===== src/rtl/dec_pkg.sv =====
// Shared widths and types for the 5-to-32 one-hot select decoder.
package dec_pkg;

    localparam int DEC_SEL_W = 5;
    localparam int DEC_OUT_W = 32;

    typedef logic [DEC_OUT_W-1:0] dec_onehot_t;

endpackage


===== src/rtl/decoder2_4.sv =====
// Enable-gated 2:4 decoder; produces the group enables for the 3:8 leaves.
module decoder2_4 (
    input  logic       en,
    input  logic [1:0] in,
    output logic [3:0] out
);

    always_comb begin
        out = '0;
        for (int i = 0; i < 4; i++) begin
            out[i] = en & (in == 2'(i));
        end
    end

endmodule


===== src/rtl/decoder3_8.sv =====
// Enable-gated 3:8 decoder; one instance per group of eight select lines.
module decoder3_8 (
    input  logic       en,
    input  logic [2:0] in,
    output logic [7:0] out
);

    always_comb begin
        out = '0;
        for (int i = 0; i < 8; i++) begin
            out[i] = en & (in == 3'(i));
        end
    end

endmodule


===== src/rtl/onehot_dec5_32.sv =====
// Register-file write-select decoder: 2:4 group stage feeding four 3:8 leaves,
// with an optional reset-cleared output register.
module onehot_dec5_32
    import dec_pkg::*;
#(
    parameter bit OUT_REG = 1'b1
) (
    input  logic                 clk,
    input  logic                 rst_n,
    input  logic                 en,
    input  logic [DEC_SEL_W-1:0] in,
    output logic [DEC_OUT_W-1:0] out_comb,
    output logic [DEC_OUT_W-1:0] out
);

    logic [3:0] grp_en;

    decoder2_4 u_grp (
        .en  (en),
        .in  (in[4:3]),
        .out (grp_en)
    );

    for (genvar k = 0; k < 4; k++) begin : g_leaf
        decoder3_8 u_leaf (
            .en  (grp_en[k]),
            .in  (in[2:0]),
            .out (out_comb[8*k +: 8])
        );
    end

    if (OUT_REG) begin : g_reg
        dec_onehot_t out_d;
        dec_onehot_t out_q;

        always_comb out_d = out_comb;

        always_ff @(posedge clk or negedge rst_n) begin
            if (!rst_n) begin
                out_q <= '0;
            end else begin
                out_q <= out_d;
            end
        end

        assign out = out_q;
    end else begin : g_comb
        // Unregistered build: clock and reset intentionally do not reach out.
        assign out = out_comb;
    end

endmodule


===== config.mk =====
export PLATFORM = sky130hd
export DESIGN_NAME = onehot_dec5_32
export DESIGN_NICKNAME = d
export VERILOG_FILES = /design/src/rtl/dec_pkg.sv /design/src/rtl/decoder2_4.sv /design/src/rtl/decoder3_8.sv /design/src/rtl/onehot_dec5_32.sv
export SDC_FILE = /design/constraint.sdc
export NUM_CORES = 1
export LEC_CHECK = 0
export ABC_AREA = 1
export CORE_ASPECT_RATIO = 0.9
export CORE_MARGIN = 2
export CORE_UTILIZATION = 36
export CTS_CLUSTER_DIAMETER = 50
export CTS_CLUSTER_SIZE = 28
export DETAILED_ROUTE_END_ITERATION = 8
export PLACE_DENSITY = 0.83
export SETUP_SLACK_MARGIN = 0.02
export SLEW_MARGIN = 15
export SYNTH_ARGS = -nofsm -noshare
export SYNTH_HDL_FRONTEND = slang
export SYNTH_SLANG_ARGS = --single-unit

===== constraint.sdc =====
create_clock -name clk -period 1.7 [get_ports clk]
set_input_delay 0.34 -clock clk [delete_from_list [all_inputs] [get_ports clk]]
set_output_delay 0.34 -clock clk [all_outputs]
set_load 0.1 [all_outputs]

==> summary.txt, run 1 <==
Logic synthesis
  • Seq cells post-synth: 32
  • Unique masters post-synth: 5
  • Post-synthesis net count: 90
  • Syn Area/Cell: 12.2 sq um
  • Part of the Yosys area used for sequential elements: 79.9%
  • Ys Warns: 0
  • Cells after synthesis: 82
  • Post-Synthesis Cell Area: 1000 sq um

Die
  • Die Ht: 54.1 um
  • # rows: 18
  • Initial core utilization: 37.1%
  • Io pins: 72
  • Die span in x: 59.6 um

Placement
  • Final GP Congestion: 0.756
  • IO Port Bufs: 71
  • Post-DP HPWL: 4100 um

Run status
  • Fail Step: detailed placement (3_5_place_dp)
  • Tool error: [ERROR DPL-0033] detailed placement checks failed during check placement.
  • Outcome: aborted with a tool error
## per-stage QoR
step	area [sq um]	setup WS (ns)	instances	setup TNS (ns)	hold slack, ns
floorplan	1090	-0.210	82	-8.03	0.0444
global placement	2540	-0.289	192	-7.25	0.754
## cells in the mapped netlist
| cell type | instances | area, sq um |
|---|---|---|
| nand3_1 | 11 | 55.1 |
| nor2_1 | 33 | 124 |
| inv_1 | 5 | 18.8 |
| dfrtp_1 | 32 | 801 |
| nand2_1 | 1 | 3.75 |
## cells by family after synthesis
logic type | count (synthesis) | share of synthesized area (%)
and+or+nand+nor | 45 | 18.2
DFF | 32 | 79.9
buffers and inverters | 5 | 1.87
==> inputs of run 2 (changes only) <==
Settings changed: CORE_AREA set to 2 2 63 65, CORE_ASPECT_RATIO 0.9 to not set, CORE_MARGIN 2 to not set, CORE_UTILIZATION 36 to not set, CTS_CLUSTER_DIAMETER 50 to not set, CTS_CLUSTER_SIZE 28 to not set, DIE_AREA set to 0 0 65 67, PLACE_DENSITY 0.83 to not set, PLACE_DENSITY_LB_ADDON set to 0.15, SETUP_SLACK_MARGIN 0.02 to not set.
==> summary.txt, run 2 <==
Run status
  • Outcome: finished clean

Cells and area
  • Fin util: 81.8%
  • Max reg flops: 32
  • Commonest non-fill, non-tap cell in the layout: buf_12
  • Ant diodes: 0
  • Filler cells: 178
  • Total Nets Final: 180
  • Layout area overhead: 194%
  • Post-route non-filler standard cell count: 221
  • Share of cells above drive strength 1: 78.0%
  • Most frequent cells in the layout: 64 x buf_12, 32 x dfrtp_1, 31 x nor2_4

Critical path
  • CP Max Fanout: 4
  • Critical Path Sink Type: output pin
  • Worst Path Class, Setup: in -> out
  • Origin of the worst setup path: en
  • Crit path DAT: 1.32 ns
  • Crit start category: input port
  • Critical Path End: out_comb[18]
  • Worst Path Required: 1.36 ns

Logic synthesis
  • Simple-Gate Fraction of Synth Area: 18.2% (unchanged)
  • Seq cells post-synth: 32 (unchanged)
  • Syn Area/Cell: 12.2 sq um (unchanged)
  • Main combinational cell family by area after synthesis: simple AND/OR/NAND/NOR gates
  • Xor/xnor share of the synthesized area: 0% (unchanged)
  • Most numerous cell in the Yosys netlist: nor2_1
  • Asr flop ratio synth: 100% (unchanged)
  • Cells after synthesis: 82 (unchanged)
  • Post-synthesis net count: 90 (unchanged)
  • Part of the Yosys area used for sequential elements: 79.9% (unchanged)
  • Share of the synthesized area in the top cell type: 79.9% (unchanged)
  • Commonest cells post-synth: 33 x nor2_1, 32 x dfrtp_1, 11 x nand3_1
  • Top area cells in the synthesized netlist: dfrtp_1 80%, nor2_1 12%, nand3_1 5.5%
  • Top_reg_cell synth: dfrtp_1
  • Unique masters post-synth: 5 (unchanged)
  • Mux cell area share after synthesis: 0% (unchanged)
  • Synth Area in Adders: 0% (unchanged)
  • Ys Warns: 0 (unchanged)
  • Number of synthesized flops with an enable pin: 0 (unchanged)
  • Synth Area in Compound Gates: 0% (unchanged)
  • Post-Synthesis Cell Area: 1000 sq um (unchanged)
  • Cell taking the most area after synthesis: dfrtp_1

GRT
  • First-pass GRT wire length: 6270 um
  • Pin count of the biggest net entering global routing: 33
  • Initial antenna violation count: 0
  • GRT Total Usage: 20.6%
  • Number of global-route vias before repair: 1090
  • Total gr overflow: 0

Detailed routing
  • Vias per inst: 4.45
  • Detail Route Antenna Nets: 0
  • First-pass DRT Iterations: 4
  • WL met1: 1170 um
  • Detailed-route via count: 984
  • Iteration-0 DRC count of the detailed router: 21
  • DR WL met2: 2200 um
  • Residual DRC: 0
  • Uppermost layer routed: met4
  • Avg WL per Cell: 17.5 um
  • Met3 routed WL: 396 um
  • WL final: 3870 um

STA
  • Worst Tran Pin Value: 0.401 ns
  • Final worst path period share: 97.9%
  • Final critical-path required period: 1.66 ns
  • Min Hold Slack: 0.449 ns
  • Max_slew headroom: 73.3%
  • Final Max Tran Viols: 0
  • Final Hold Violating Endpoints: 0
  • Final Setup Violations: 0
  • F_max: 601 MHz

Die
  • Die span in x: 65 um (+9.0%)
  • # rows: 22 (+4)
  • Die Ht: 67 um (+24%)
  • Core ar.: 3610 sq um
  • Io pins: 72 (unchanged)
  • Total die area: 4360 sq um
  • Initial core utilization: 27.8% (-9.3 points)

Pwr
  • Sw Ratio: 27.0%
  • Clock Power Share: 42.2%
  • Sw power: 0.000511 W
  • Cell internal pwr: 0.00138 W
  • Comb power frac: 16.9%
  • Pwr dens: 642 nW/um^2
  • LEAKAGE: 1.21 nW
  • Max VDD drop: 0.611 mV
  • Sequential power share: 40.9%
  • Total power: 0.00189 W

Placement
  • Final GP Congestion: 0.727 (-3.8%)
  • IO Port Bufs: 71 (unchanged)
  • Placed cells: 213
  • Post-DP HPWL: 2840 um (-31%)

Clocking
  • Clk buf depth: 2
  • Post-CTS Setup Inserts: 0
  • Clock sinks: 32
  • TritonCTS Buffers: 5
  • Number of H-tree levels: 2
  • CTS tree: built
  • Root buf cell: clkbuf_8
  • Worst-path clk slew: 0.07 ns

Flow run
  • Max Cap Viol: 0

Worst hold path
  • Worst hold path class: in -> async
[run 2: cell counts after synthesis]
No cell type changed its count.
[run 2: how the worst min path moves through the flow]
stage | cells past startpoint | end | start | slack (ns)
6_report | 2 | out[29] | rst_n | 0.45
5_1_grt | 2 | out[1] | rst_n | 0.49
4_1_cts | 2 | out[29] | rst_n | 0.46
3_5_place_dp | 2 | out[3] | rst_n | 0.78
3_3_place_gp | 2 | out[11] | rst_n | 0.76
2_1_floorplan | 0 | out[0] | rst_n | 0.04
[run 2: through the flow]
stage / setup slack, ns / setup TNS, ns / area (sq um)
after floorplan: -0.210 / -8.03 / 1090
after global placement: -0.239 / -6.66 / 2590
after detailed placement: -0.306 / -8.02 / 2590
after CTS: 0.00336 / 0 / 2930
after global routing: -0.0257 / -0.0456 / 2950
final: 0.0356 / 0 / 2950
[run 2: cell type report]
class / instances / area, sq um / share of cell area, %
sequential: 32 / 801 / 27.2
multi-input combinational: 45 / 498 / 16.9
clock buffer: 7 / 96.3 / 3.27
timing repair buffer: 83 / 1440 / 48.7
tap: 48 / 60.1 / 2.04
clock inverter: 1 / 30.0 / 1.02
inverter: 5 / 28.8 / 0.976
[run 2: cell families after synthesis]
family	after synthesis
and+or+nand+nor	45
buffers and inverters	5
DFF	32
[run 2: critical path: stages]
cell and delay (ns):
clkdlybuf4s15_1 0.28, nand3_1 0.14, buf_4 0.20, nor2_4 0.16, buf_12 0.19
[run 2: what timing repair did]
item | 4_1_cts | 5_1_grt
pin swaps | 3 | 2
setup endpoints to repair | 32 | 29
gates resized for setup | 59 | 21
hold buffers | 0 | 0
endpoints found under the hold margin | 0 | 0
[run 2: power by group through the flow]
stage | sequential (W) | clock (W) | combinational, W
finish | 0.000775 | 0.000798 | 0.000320
global route | 0.000775 | 0.000846 | 0.000334
CTS | 0.000775 | 0.000820 | 0.000310
detailed placement | 0.000789 | 0 | 0.000278
global placement | 0.000789 | 0 | 0.000273
floorplan | 0.000839 | 0 | 0.0000925
[run 2: metal layers]
metal,vias to the layer above,GRT usage [%]
met5,-,0
met2,53,37.0
li1,439,-
met4,0,9.31
met3,7,9.97
met1,485,19.9
Power figures use the tool's default switching activity.
==> inputs of run 3 (changes only) <==
--- a/constraint.sdc
+++ b/constraint.sdc
@@ -3,2 +3,2 @@
 set_output_delay 0.34 -clock clk [all_outputs]
-set_load 0.1 [all_outputs]
+set_load 0.01 [all_outputs]
==> summary.txt, run 3 (synthesized netlist as in run 2, its figures left out) <==
Die
  • Die span in x: 65 um (unchanged)
  • Initial core utilization: 27.8% (unchanged)
  • Io pins: 72 (unchanged)
  • Core ar.: 3610 sq um (unchanged)
  • Die Ht: 67 um (unchanged)
  • Total die area: 4360 sq um (unchanged)
  • # rows: 22 (unchanged)

Cells and area
  • Design area: 1880 sq um (-36%)
  • Ant diodes: 0 (unchanged)
  • Most frequent cells in the layout: 33 x clkdlybuf4s50_1, 32 x dfrtp_1, 22 x nor2_2
  • Max reg flops: 32 (unchanged)
  • Total Nets Final: 175 (-2.8%)
  • Commonest non-fill, non-tap cell in the layout: clkdlybuf4s50_1
  • Share of cells above drive strength 1: 40.7% (-37 points)
  • Layout area overhead: 88.0%

GRT
  • GRT Total Usage: 14.6% (-6.0 points)
  • Pin count of the biggest net entering global routing: 33 (unchanged)
  • Number of global-route vias before repair: 940 (-14%)
  • Initial antenna violation count: 0 (unchanged)
  • First-pass GRT wire length: 4440 um (-29%)
  • Total gr overflow: 0 (unchanged)

Detailed routing
  • WL final: 2890 um (-25%)
  • Avg WL per Cell: 13.4 um (-23%)
  • Residual DRC: 0 (unchanged)
  • Detailed-route via count: 912 (-7.3%)
  • Vias per inst: 4.24 (-4.7%)
  • First-pass DRT Iterations: 4 (unchanged)
  • Iteration-0 DRC count of the detailed router: 16 (-24%)
  • Detail Route Antenna Nets: 0 (unchanged)

STA
  • Final worst path period share: 97.5% (-0.39 points)
  • Worst Tran Pin Value: 0.396 ns (-0.00439 ns)
  • Max_slew headroom: 73.6% (+0.29 points)
  • Final WS setup: 0.0423 ns (+0.00669 ns)
  • Final Setup Violations: 0 (unchanged)
  • F_max: 603 MHz (+0.40%)
  • Final critical-path required period: 1.66 ns (-0.00669 ns)
  • Min Hold Slack: 0.428 ns (-0.0209 ns)
  • Final Max Tran Viols: 0 (unchanged)
  • Setup_tns: 0 ns (unchanged)
  • RSZ-0062 raised after global routing: no
  • Final Hold Violating Endpoints: 0 (unchanged)

Critical path
  • CP Max Fanout: 8 (+4)
  • Worst Path Class, Setup: in -> out
  • Crit path DAT: 1.32 ns (about the same)
  • Crit start category: input port
  • Critical Path Sink Type: output pin
  • Worst Path Required: 1.36 ns (about the same)

Pwr
  • Cell internal pwr: 0.00109 W (-21%)
  • Sw power: 0.000334 W (-35%)
  • Max VDD drop: 0.485 mV (-21%)
  • Sw Ratio: 23.4% (-3.6 points)
  • Comb power frac: 8.5% (-8.4 points)
  • Clock Power Share: 37.4% (-4.8 points)
  • Pwr dens: 756 nW/um^2 (+18%)
  • LEAKAGE: 0.898 nW (-26%)
  • Sequential power share: 54.1% (+13 points)

Clocking
  • Number of H-tree levels: 2 (unchanged)
  • Root buf cell: clkbuf_8
  • CTS tree: built
  • TritonCTS Buffers: 5 (unchanged)
  • Clock sinks: 32 (unchanged)
  • Clk buf depth: 2 (unchanged)
  • Worst-path clk slew: 0.06 ns (about the same)

Placement
  • Placement Setup Slack: -0.599 ns (-0.292 ns)
  • Final GP Congestion: 0.692 (-4.8%)
  • IO Port Bufs: 71 (unchanged)
  • Cell area after placement: 1810 sq um (-30%)
  • Post-DP HPWL: 2140 um (-24%)

Flow run
  • Max Cap Viol: 0 (unchanged)

Run status
  • Outcome: finished clean

Worst hold path
  • Worst hold path class: in -> reg
## run 3: final cells by class
cell class	instances	area, sq um
clock inverters	1	5.00
fillers	342	1720
well taps	48	60.1
clock buffers	6	72.6
repair buffers	78	652
flip-flops and latches	32	801
multi-input cells	45	275
inverters	5	18.8
## run 3: timing repair
action | CTS | global route
buffers inserted | 2 | 0
resized for setup | 89 | 42
gates cloned | 0 | 0
pin swaps | 6 | 0
hold buffers | 0 | 0
setup endpoints to repair | 32 | 28
## run 3: path summary, 6_finish.rpt
kind | start | to | slack [ns] | cells after the start
setup / recovery | in[3] | out_comb[19] | 0.04 | 6
max in group asynchronous | rst_n | out[23] | 0.95 | 2
min in group asynchronous | rst_n | out[15] | 0.46 | 2
hold / removal | in[1] | out[6] | 0.43 | 3
## run 3: metrics by stage
| stage | total power (W) | utilization, % | cells |
|---|---|---|---|
| 2_1_floorplan | 0.000818 | - | 82 |
| 3_3_place_gp | 0.000898 | 50.2 | 206 |
| 3_5_place_dp | 0.000901 | 50.2 | 206 |
| 4_1_cts | 0.00144 | 53.2 | 215 |
| 5_1_grt | 0.00148 | 52.3 | 215 |
| 6_report | 0.00142 | 52.3 | 215 |
## run 3: layer usage
metal / part of all wire (%) / vias up / global-route usage [%]
met3: 7.4 / 6 / 4.56
met4: 2.9 / 0 / 10.4
li1: - / 422 / -
met2: 51 / 44 / 23.7
met5: 0 / - / 0
met1: 39 / 440 / 16.3
## run 3: power by group through the flow
stage / Combinational [W] / Sequential [W] / Clock [W]
global route: 0.000133 / 0.000771 / 0.000582
detailed placement: 0.000117 / 0.000785 / 0
floorplan: 0.0000287 / 0.000789 / 0
global placement: 0.000114 / 0.000784 / 0
finish: 0.000122 / 0.000771 / 0.000533
CTS: 0.000121 / 0.000771 / 0.000550
## run 3: critical path: stages
cell	delay [ns]
dlygate4sd2_1	0.28
inv_1	0.07
nand3_1	0.06
buf_4	0.19
nor2_2	0.10
dlygate4sd2_1	0.27
